==> src/rtl/mhsa_pkg.sv <==
//------------------------------------------------------------------------------
// mhsa_pkg -- shared types and constants for the weight fetch path.
// Rev 1.0
//------------------------------------------------------------------------------
`default_nettype none

package mhsa_pkg;

    typedef enum logic [1:0] {
        IDLE  = 2'd0,
        FETCH = 2'd1,
        DRAIN = 2'd2,
        DONE  = 2'd3
    } wf_state_t;

    localparam int WF_WORDS_PER_ROW = 16;
    localparam int WF_MAX_ROWS      = 128;

endpackage : mhsa_pkg

`default_nettype wire

==> src/rtl/wfetch_skid_buf.sv <==
//------------------------------------------------------------------------------
// wfetch_skid_buf -- 2-entry FIFO holding {data, row_last, mat_last}.
// Rev 1.0
//------------------------------------------------------------------------------
`default_nettype none

module wfetch_skid_buf #(
    parameter int WIDTH = 64
) (
    input  logic             clk,
    input  logic             rst,
    input  logic             push_i,
    input  logic             pop_i,
    input  logic [WIDTH-1:0] data_i,
    input  logic             row_last_i,
    input  logic             mat_last_i,
    output logic [WIDTH-1:0] data_o,
    output logic             row_last_o,
    output logic             mat_last_o,
    output logic             full_o,
    output logic             empty_o,
    output logic [1:0]       level_o
);

    localparam int EW = WIDTH + 2;

    logic [EW-1:0] mem_q [2];
    logic          wr_ptr_q;
    logic          rd_ptr_q;
    logic [1:0]    level_q;

    logic w_push;
    logic w_pop;

    assign full_o  = (level_q == 2'd2);
    assign empty_o = (level_q == 2'd0);
    assign level_o = level_q;

    // A push into a full buffer is only legal when the head leaves this cycle.
    assign w_push = push_i & (~full_o | pop_i);
    assign w_pop  = pop_i & ~empty_o;

    assign {data_o, row_last_o, mat_last_o} = mem_q[rd_ptr_q];

    always_ff @(posedge clk or posedge rst) begin
        if (rst) begin
            mem_q[0] <= '0;
            mem_q[1] <= '0;
            wr_ptr_q <= 1'b0;
            rd_ptr_q <= 1'b0;
            level_q  <= 2'd0;
        end else begin
            if (w_push) begin
                mem_q[wr_ptr_q] <= {data_i, row_last_i, mat_last_i};
                wr_ptr_q        <= ~wr_ptr_q;
            end
            if (w_pop) begin
                rd_ptr_q <= ~rd_ptr_q;
            end
            level_q <= level_q + 2'(w_push) - 2'(w_pop);
        end
    end

endmodule : wfetch_skid_buf

`default_nettype wire

==> src/rtl/weight_fetch_ctrl.sv <==
//------------------------------------------------------------------------------
// weight_fetch_ctrl -- streams a row-major weight matrix from memory to the PE
// array over valid/ready, sharing the memory port with a host loader.
// Rev 1.0
//------------------------------------------------------------------------------
`default_nettype none

module weight_fetch_ctrl
    import mhsa_pkg::*;
#(
    parameter int WIDTH         = 64,
    parameter int ADDR_W        = 32,
    parameter int WORDS_PER_ROW = WF_WORDS_PER_ROW,
    parameter int MAX_ROWS      = WF_MAX_ROWS
) (
    input  logic              clk,
    input  logic              rst,
    input  logic              start_i,
    input  logic [ADDR_W-1:0] base_addr_i,
    input  logic [7:0]        num_rows_i,
    output logic              busy_o,
    output logic              done_o,
    input  logic              host_wr_req_i,
    input  logic [ADDR_W-1:0] host_wr_addr_i,
    input  logic [WIDTH-1:0]  host_wr_data_i,
    output logic              host_wr_ack_o,
    output logic              mem_write_en_o,
    output logic [ADDR_W-1:0] mem_addr_o,
    output logic [WIDTH-1:0]  mem_data_in_o,
    input  logic [WIDTH-1:0]  mem_data_out_i,
    output logic              w_valid_o,
    input  logic              w_ready_i,
    output logic [WIDTH-1:0]  w_data_o,
    output logic              w_row_last_o,
    output logic              w_mat_last_o
);

    localparam int              WC_W        = $clog2(WORDS_PER_ROW);
    localparam logic [WC_W-1:0] c_LAST_WORD = WC_W'(WORDS_PER_ROW - 1);
    localparam logic [7:0]      c_MAX_ROWS  = 8'(MAX_ROWS);

    wf_state_t         state_q, state_d;
    logic [ADDR_W-1:0] base_q;
    logic [7:0]        rows_q;
    logic [7:0]        row_cnt_q;
    logic [WC_W-1:0]   word_cnt_q;
    logic              inflight_q;
    logic              infl_row_last_q;
    logic              infl_mat_last_q;

    logic [7:0]        w_rows_clamped;
    logic              w_pop;
    logic              w_full;
    logic              w_empty;
    logic [1:0]        w_level;
    logic [2:0]        w_occ;
    logic              w_credit;
    logic              w_issue;
    logic              w_word_last;
    logic              w_row_final;
    logic              w_last_issue;
    logic              w_drained;
    logic              w_start_ok;
    logic [ADDR_W-1:0] w_rd_addr;
    logic [WIDTH-1:0]  w_head_data;
    logic              w_head_row_last;
    logic              w_head_mat_last;

    assign w_rows_clamped = (num_rows_i > c_MAX_ROWS) ? c_MAX_ROWS : num_rows_i;
    assign w_start_ok     = (state_q == IDLE) & start_i;

    assign w_pop   = ~w_empty & w_ready_i;
    assign w_occ   = 3'(w_level) + 3'(inflight_q);
    // Buffer level plus the read in flight must leave room once this cycle's pop drains.
    assign w_credit = (w_occ < (3'd2 + 3'(w_pop))) & (~w_full | w_pop);
    assign w_issue  = (state_q == FETCH) & w_credit;

    assign w_word_last  = (word_cnt_q == c_LAST_WORD);
    assign w_row_final  = (row_cnt_q == (rows_q - 8'd1));
    assign w_last_issue = w_issue & w_word_last & w_row_final;

    // Looks one cycle ahead so done follows the final accepted beat directly.
    assign w_drained = ~inflight_q & (w_empty | ((w_level == 2'd1) & w_pop));

    assign w_rd_addr = base_q
                     + (ADDR_W'(row_cnt_q) * ADDR_W'(WORDS_PER_ROW))
                     + ADDR_W'(word_cnt_q);

    always_ff @(posedge clk or posedge rst) begin
        if (rst) begin
            state_q <= IDLE;
        end else begin
            state_q <= state_d;
        end
    end

    always_comb begin
        state_d = state_q;
        case (state_q)
            IDLE:    if (start_i) state_d = (w_rows_clamped == 8'd0) ? DONE : FETCH;
            FETCH:   if (w_last_issue) state_d = DRAIN;
            DRAIN:   if (w_drained) state_d = DONE;
            DONE:    state_d = IDLE;
            default: state_d = IDLE;
        endcase
    end

    always_ff @(posedge clk or posedge rst) begin
        if (rst) begin
            base_q          <= '0;
            rows_q          <= '0;
            row_cnt_q       <= '0;
            word_cnt_q      <= '0;
            inflight_q      <= 1'b0;
            infl_row_last_q <= 1'b0;
            infl_mat_last_q <= 1'b0;
        end else begin
            if (w_start_ok) begin
                base_q     <= base_addr_i;
                rows_q     <= w_rows_clamped;
                row_cnt_q  <= '0;
                word_cnt_q <= '0;
            end else if (w_issue) begin
                if (w_word_last) begin
                    word_cnt_q <= '0;
                    row_cnt_q  <= row_cnt_q + 8'd1;
                end else begin
                    word_cnt_q <= word_cnt_q + WC_W'(1);
                end
            end
            inflight_q      <= w_issue;
            infl_row_last_q <= w_issue & w_word_last;
            infl_mat_last_q <= w_last_issue;
        end
    end

    wfetch_skid_buf #(
        .WIDTH (WIDTH)
    ) u_buf (
        .clk        (clk),
        .rst        (rst),
        .push_i     (inflight_q),
        .pop_i      (w_pop),
        .data_i     (mem_data_out_i),
        .row_last_i (infl_row_last_q),
        .mat_last_i (infl_mat_last_q),
        .data_o     (w_head_data),
        .row_last_o (w_head_row_last),
        .mat_last_o (w_head_mat_last),
        .full_o     (w_full),
        .empty_o    (w_empty),
        .level_o    (w_level)
    );

    assign busy_o = (state_q != IDLE);
    assign done_o = (state_q == DONE);

    assign host_wr_ack_o  = host_wr_req_i & (state_q == IDLE) & ~start_i;
    assign mem_write_en_o = host_wr_ack_o;
    assign mem_addr_o     = host_wr_ack_o ? host_wr_addr_i : w_rd_addr;
    assign mem_data_in_o  = host_wr_ack_o ? host_wr_data_i : '0;

    assign w_valid_o    = ~w_empty;
    assign w_data_o     = w_empty ? '0 : w_head_data;
    assign w_row_last_o = ~w_empty & w_head_row_last;
    assign w_mat_last_o = ~w_empty & w_head_mat_last;

endmodule : weight_fetch_ctrl

`default_nettype wire

==> config.mk <==
export PLATFORM = sky130hd
export DESIGN_NAME = weight_fetch_ctrl
export DESIGN_NICKNAME = d
export VERILOG_FILES = /design/src/rtl/mhsa_pkg.sv /design/src/rtl/wfetch_skid_buf.sv /design/src/rtl/weight_fetch_ctrl.sv
export SDC_FILE = /design/constraint.sdc
export NUM_CORES = 1
export LEC_CHECK = 0
export BUFFER_PORTS_ARGS = -buffer_cell sky130_fd_sc_hd__buf_2
export CORE_MARGIN = 8
export CORE_UTILIZATION = 51
export DETAILED_ROUTE_END_ITERATION = 8
export GPL_ROUTABILITY_DRIVEN = 1
export PLACE_DENSITY_LB_ADDON = 0.15
export SLEW_MARGIN = 20
export SYNTH_ARGS = -nofsm -noshare
export SYNTH_HDL_FRONTEND = slang
export SYNTH_SLANG_ARGS = --single-unit
==> constraint.sdc <==
create_clock -name clk -period 7.7 [get_ports clk]
set_clock_uncertainty 0.1 [all_clocks]
set_input_delay 0.77 -clock clk [delete_from_list [all_inputs] [get_ports clk]]
set_output_delay 0.77 -clock clk [all_outputs]
set_load 0.03 [all_outputs]
==> flow_summary.toml, run 1 <==
[clock_tree]
cts_tree = "done"
postCtsHoldBufs = 0
cts_htree_levels = 4
clock_path_buffers = 2
clock_latency_ps = 430
cts_made_buffers = 17
cts.sinks = 193
post_cts_buffers = 0
cts_resized = 0
path_clk_slew_ps = 70
cts-root-buf = "clkbuf_16"

[power_and_ir_drop]
totalPowerFinal_mw = 5.73
p_per_area_mw_per_mm2 = 436
p_leak_nw = 7.04
irDropWorstVdd_v = 0.000247

[worst_setup_path]
critPathKind = "flop to output port"
crit_family = "buffers and inverters"
cp.buffers_inverters = 5
path_cells = "inv_1 -> ha_1 -> inv_1 -> nor2_4 -> nand2_1 -> clkinv_1 -> buf_4 -> nor3_1 -> mux2i_1 -> nand2_1 -> buf_2"
cp_slowest_cell = "nor2_4"
timing.rr.start = "u_buf.level_o[1]"
crit_path_end = "mem_addr_o[17]"
cp-startpoint = "state_q[0]"
cp_data_arrival_time_ps = 3540
cp_num_cells = 11
reg2regPathDepth = 6
critPathLaunchType = "flop"
reg2reg_slack_ps = 4760
r2r_end = "u_buf.mem_q[17]"
slowest_delay_ps = 800
critPathMaxFanout = 67
end_kind = "output port"
required_ps = 6830

[timing]
finalSetupTns_ps = 0
maxSlewHeadroom_pct = 31.7
hold_viol = 0
fin_crit_sh_pct = 57.2
final.setup.worst_slack_ps = 3290
slew_viol_final = 0
hold_ws_ps = 385
rsz0062_at_grt = "no"
tightest_slew_ps = 1020
setup_viol = 0
layout_min_cycle_time_ps = 4410
fmax_ghz = 0.227

[grt]
grt_first_pass_wirelength_um = 47000
grt_pass1_vias = 9165
gr-total-overflow = 0
antenna_found_initial = 9
grt_max_degree = 123
grt_usage_pct = 22.8

[cells_and_area]
area_growth_pct = 25.0
drive_above_1_share_pct = 40.8
stdcell_count = 1656
fillers = 1715
nets = 1597
finish.utilization_pct = 65.0
multi_input_area_mm2 = 0.00536
final_common_cell = "buf_2"
regArea_mm2 = 0.00483
final_cell_area_mm2 = 0.0132
final_cell_mix = "buf_2 (371), dfrtp_1 (192), nand2_1 (143), mux2_2 (133), nor2_1 (99)"

[floorplanning]
core_mm2 = 0.0202
die_area_mm2 = 0.0255
dieWidth_um = 160
dieHeight_um = 160
rows = 52
io_pins = 372
initial_core_util_pct = 52.0

[placement]
port-buffer-count = 371
gp_congestion = 0.890
dp.cells = 1618
dp_hpwl_um = 22000
dp_slack_ps = 3800
dpl_cell_area_mm2 = 0.0125

[outcome]
outcome = "completed"

[logic_synthesis]
syn_inst = 1033
synth_edf_count = 0
seq_area_frac_synth_pct = 45.9
ys_types = 53
synth_area_mm2 = 0.0105
avgSynthCellArea_um2 = 10.2
yosysWarnings = 0
synth_top_flop_cell = "dfrtp_1"
ys_ff_latch = 193
async_reset_ff_share_pct = 100
syn-num-nets = 1263

[detailed_routing]
ant_nets = 0
wire_per_inst_um = 17.7
vias = 8830
via_per_inst = 5.33
first_pass_iters = 5
drc = 0
drt_iter0_markers = 484
wirelength_um = 29300

[run]
drv_cap = 0

[worst_hold_path]
hp-class = "flop to flop"
worstHoldStart = "base_q[8]"
## Yosys cell counts (all sizes together), types with 2 or more instances
| cell | n | area, um2 |
|---|---|---|
| a211oi | 3 | 22.5 |
| a21o | 9 | 67.6 |
| a21oi | 21 | 105 |
| a22oi | 4 | 30.0 |
| a31oi | 6 | 37.5 |
| and2 | 6 | 37.5 |
| and3 | 73 | 457 |
| buf | 23 | 116 |
| clkbuf | 40 | 150 |
| dfrtp | 193 | 4830 |
| ha | 24 | 300 |
| inv | 24 | 90.1 |
| mux2 | 133 | 1500 |
| mux2i | 73 | 731 |
| nand2 | 145 | 544 |
| nand3 | 12 | 60.1 |
| nand3b | 12 | 90.1 |
| nand4 | 7 | 50.1 |
| nor2 | 102 | 383 |
| nor2b | 3 | 18.8 |
| nor3 | 11 | 71.3 |
| nor3b | 3 | 22.5 |
| nor4 | 4 | 31.3 |
| o21a | 3 | 30.0 |
| o21ai | 39 | 206 |
| o21bai | 3 | 22.5 |
| or3 | 2 | 12.5 |
| xnor2 | 31 | 272 |
| xor2 | 9 | 78.8 |
## where the power goes
part	switching, mW	total [mW]	internal, mW
clock	0.423	0.896	0.473
combinational	1.89	3.04	1.15
sequential	0.317	1.80	1.48
## registers in the layout (all words and copies together) (netlist names)
signal,flops
base_q,32
infl_mat_last_q,1
infl_row_last_q,1
inflight_q,1
row_cnt_q,8
rows_q,8
state_q,2
u_buf.level_o,2
u_buf.mem_q,132
u_buf.rd_ptr_q,1
u_buf.wr_ptr_q,1
word_cnt_q,4
## cell families (layout without fill, tap and decap cells)
logic type	after synthesis	count (layout)	synth area share [%]
xor+xnor	40	40	3.33
simple gates	385	385	17.3
mux	206	206	21.2
flops	193	193	45.9
compound gates	96	96	5.85
fa+ha+maj	25	25	3.04
buf+inv	88	435	3.42
other cells	0	6	0
## worst min-delay path, stage by stage, from the launching register on
cell,delay (ps)
dfrtp_1,350
nand2_1,50
nand2_1,50
## worst min-delay path by stage
stage / endpoint / slack (ps) / cells after the start
after CTS: base_q[7] / 390 / 2
after floorplan: base_q[0] / 350 / 2
after detailed placement: base_q[3] / 370 / 2
final: base_q[8] / 390 / 2
after global placement: base_q[8] / 370 / 2
after global routing: base_q[8] / 410 / 2
## metal layers
metal	global-route usage [%]	wire length [um]	part of all wire [%]
met5	0	36	0.12
met4	10.8	1080	3.7
met3	6.53	1790	6.1
met2	40.3	14900	51
met1	24.8	11500	39
## area by class of cell
| type | instances | share of cell area (%) |
|---|---|---|
| Clock buffer | 18 | 3.34 |
| Inverter | 25 | 0.770 |
| Tap cell | 270 | 2.57 |
| Clock inverter | 14 | 1.20 |
| Antenna cell | 6 | 0.114 |
| Sequential cell | 193 | 36.7 |
| Multi-Input combinational cell | 752 | 40.8 |
| Timing Repair Buffer | 378 | 14.5 |
Note: power is estimated with default switching activity, not from simulation.
==> inputs of run 2 (changes only) <==
--- a/config.mk
+++ b/config.mk
@@ -7,7 +7,7 @@
 export LEC_CHECK = 0
 export BUFFER_PORTS_ARGS = -buffer_cell sky130_fd_sc_hd__buf_2
 export CORE_MARGIN = 8
-export CORE_UTILIZATION = 51
+export CORE_UTILIZATION = 46
 export DETAILED_ROUTE_END_ITERATION = 8
 export GPL_ROUTABILITY_DRIVEN = 1
 export PLACE_DENSITY_LB_ADDON = 0.15
==> constraint.sdc (replaced) <==
create_clock -name clk -period 3.7 [get_ports clk]
set_clock_uncertainty 0.1 [all_clocks]
set_input_delay 0.37 -clock clk [delete_from_list [all_inputs] [get_ports clk]]
set_output_delay 0.37 -clock clk [all_outputs]
set_load 0.03 [all_outputs]
==> run 2 against run 1 <==
Effect of this change:
- final cell count is 1.3% higher
- flip-flop and latch count unchanged
- critical path type unchanged
- via count fell by 1.0%
- sequential power grew 110%
- clock-buffer cell count down 1
- clock power is 110% higher
==> flow_summary.toml, run 2 (synthesis results as in run 1) <==
[cells_and_area]
nets = 1604
final_cell_area_mm2 = 0.0133
drive_above_1_share_pct = 41.2
final_cell_mix = "buf_2 (369), dfrtp_1 (191), nand2_1 (143), mux2_2 (133), nor2_1 (99)"
largest_reg_flops = 132
finish.utilization_pct = 59.0
area_growth_pct = 26.5
stdcell_count = 1678
largest-register = "u_buf.mem_q"
top_regs = "u_buf.mem_q x132, base_q x32"
final_common_cell = "buf_2"

[timing]
setup_viol = 0
tightest_slew_ps = 789
slew_viol_final = 0
layout_min_cycle_time_ps = 3500
final.setup.worst_slack_ps = 204
fmax_ghz = 0.286
hold_viol = 0
maxSlewHeadroom_pct = 47.4
rsz0062_at_grt = "yes"
fin_crit_sh_pct = 94.5

[worst_setup_path]
critPathMaxFanout = 10
cp.buffers_inverters = 2
cp_data_arrival_time_ps = 3030
cp_slowest_cell = "dfrtp_2"
end_kind = "output port"
critPathKind = "flop to output port"
required_ps = 3230
slowest_delay_ps = 410
path_cells = "ha_1 -> inv_1 -> fa_1 -> nor2b_1 -> o31a_1 -> o21ai_1 -> o21a_2 -> nor3_1 -> xnor2_1 -> o21ai_0 -> buf_4"
critPathLaunchType = "flop"
crit_family = "compound AO/OA/AOI/OAI gates"

[floorplanning]
dieHeight_um = 167
die_area_mm2 = 0.0280
dieWidth_um = 167
initial_core_util_pct = 46.6
core_mm2 = 0.0226
io_pins = 372
rows = 55

[placement]
dp_hpwl_um = 22700
dp.cells = 1639
dp_slack_ps = 534
gp_congestion = 0.894
port-buffer-count = 371
dpl_cell_area_mm2 = 0.0127

[grt]
grt_usage_pct = 21.2
grt-busiest-layer = "met2"
grt_max_degree = 69
grt_first_pass_wirelength_um = 47800
grt_pass1_vias = 9070
gr-total-overflow = 0
met2_usage_pct = 38.0
antenna_found_initial = 7
grt_use_met1_pct = 23.9
use_met3_pct = 5.17

[clock_tree]
cts_made_buffers = 17
clock_path_buffers = 2
cts_tree = "done"
clock_latency_ps = 430
post_cts_buffers = 0
path_clk_slew_ps = 80
cts_htree_levels = 4
cts-root-buf = "clkbuf_16"
cts.sinks = 193

[outcome]
outcome = "completed"

[power_and_ir_drop]
irDropWorstVdd_v = 0.000417
p_leak_nw = 7.09
p_per_area_mw_per_mm2 = 902
totalPowerFinal_mw = 12.0

[detailed_routing]
via_per_inst = 5.21
vias = 8740
first_pass_iters = 5
wirelength_um = 30000
ant_nets = 0
wire_per_inst_um = 17.9
drt_iter0_markers = 497
drc = 0

[run]
drv_cap = 0

[worst_hold_path]
hp-class = "primary input to flop"
[run 2: cell types whose count changed in the layout (fill, tap and decap cells not counted), sizes merged]
cell / delta
clkinv: +3
clkbuf: -1
buf: +6
inv: -4
clkinvlp: +2
dlygate4sd3: +1
[run 2: path summary, 6_finish.rpt]
path	depth (start not counted)	from	slack [ps]	to
max	11	word_cnt_q[0]	200	mem_addr_o[30]
min in group asynchronous	3	rst	480	base_q[5]
min	3	base_addr_i[3]	30	base_q[3]
max reg2reg	6	u_buf.level_o[1]	1140	u_buf.mem_q[63]
min reg2reg	2	base_q[9]	380	base_q[9]
max in group asynchronous	4	rst	2140	rows_q[2]
[run 2: cell type report]
type                            instances  area [um2]
Antenna cell                            6        15.0
Clock buffer                           17         425
Clock inverter                         15         183
Fill cell                            2036        9260
Inverter                               25        97.6
Multi-Input combinational cell        752        5360
Sequential cell                       193        4830
Tap cell                              285         357
Timing Repair Buffer                  385        2030
[run 2: repair_timing]
action	4_1_cts	5_1_grt
hold buffers	1	0
endpoints found under the setup margin	0	8
resized for setup	0	5
hold endpoints to repair	25	0
[run 2: power by group]
group	switching [mW]	internal [mW]
clock network	0.892	0.974
registers	0.706	3.08
logic	3.92	2.43
[run 2: worst min-delay path, cell delays in order]
cell,delay (ps)
buf_2,80
nand2_1,40
nand2_1,40
[run 2: routing by layer]
layer / up-vias / wire length [um]
met4: 0 / 919
met2: 275 / 15200
li1: 4253 / -
met3: 48 / 1590
met1: 4164 / 12300
met5: - / 0
[run 2: stage by stage]
stage / TNS (ps) / hold WS [ps]
floorplan: 0 / 352
global placement: 0 / 367
detailed placement: 0 / 372
CTS: 0 / 4.18
global route: -64.2 / 27.5
finish: 0 / 27.8
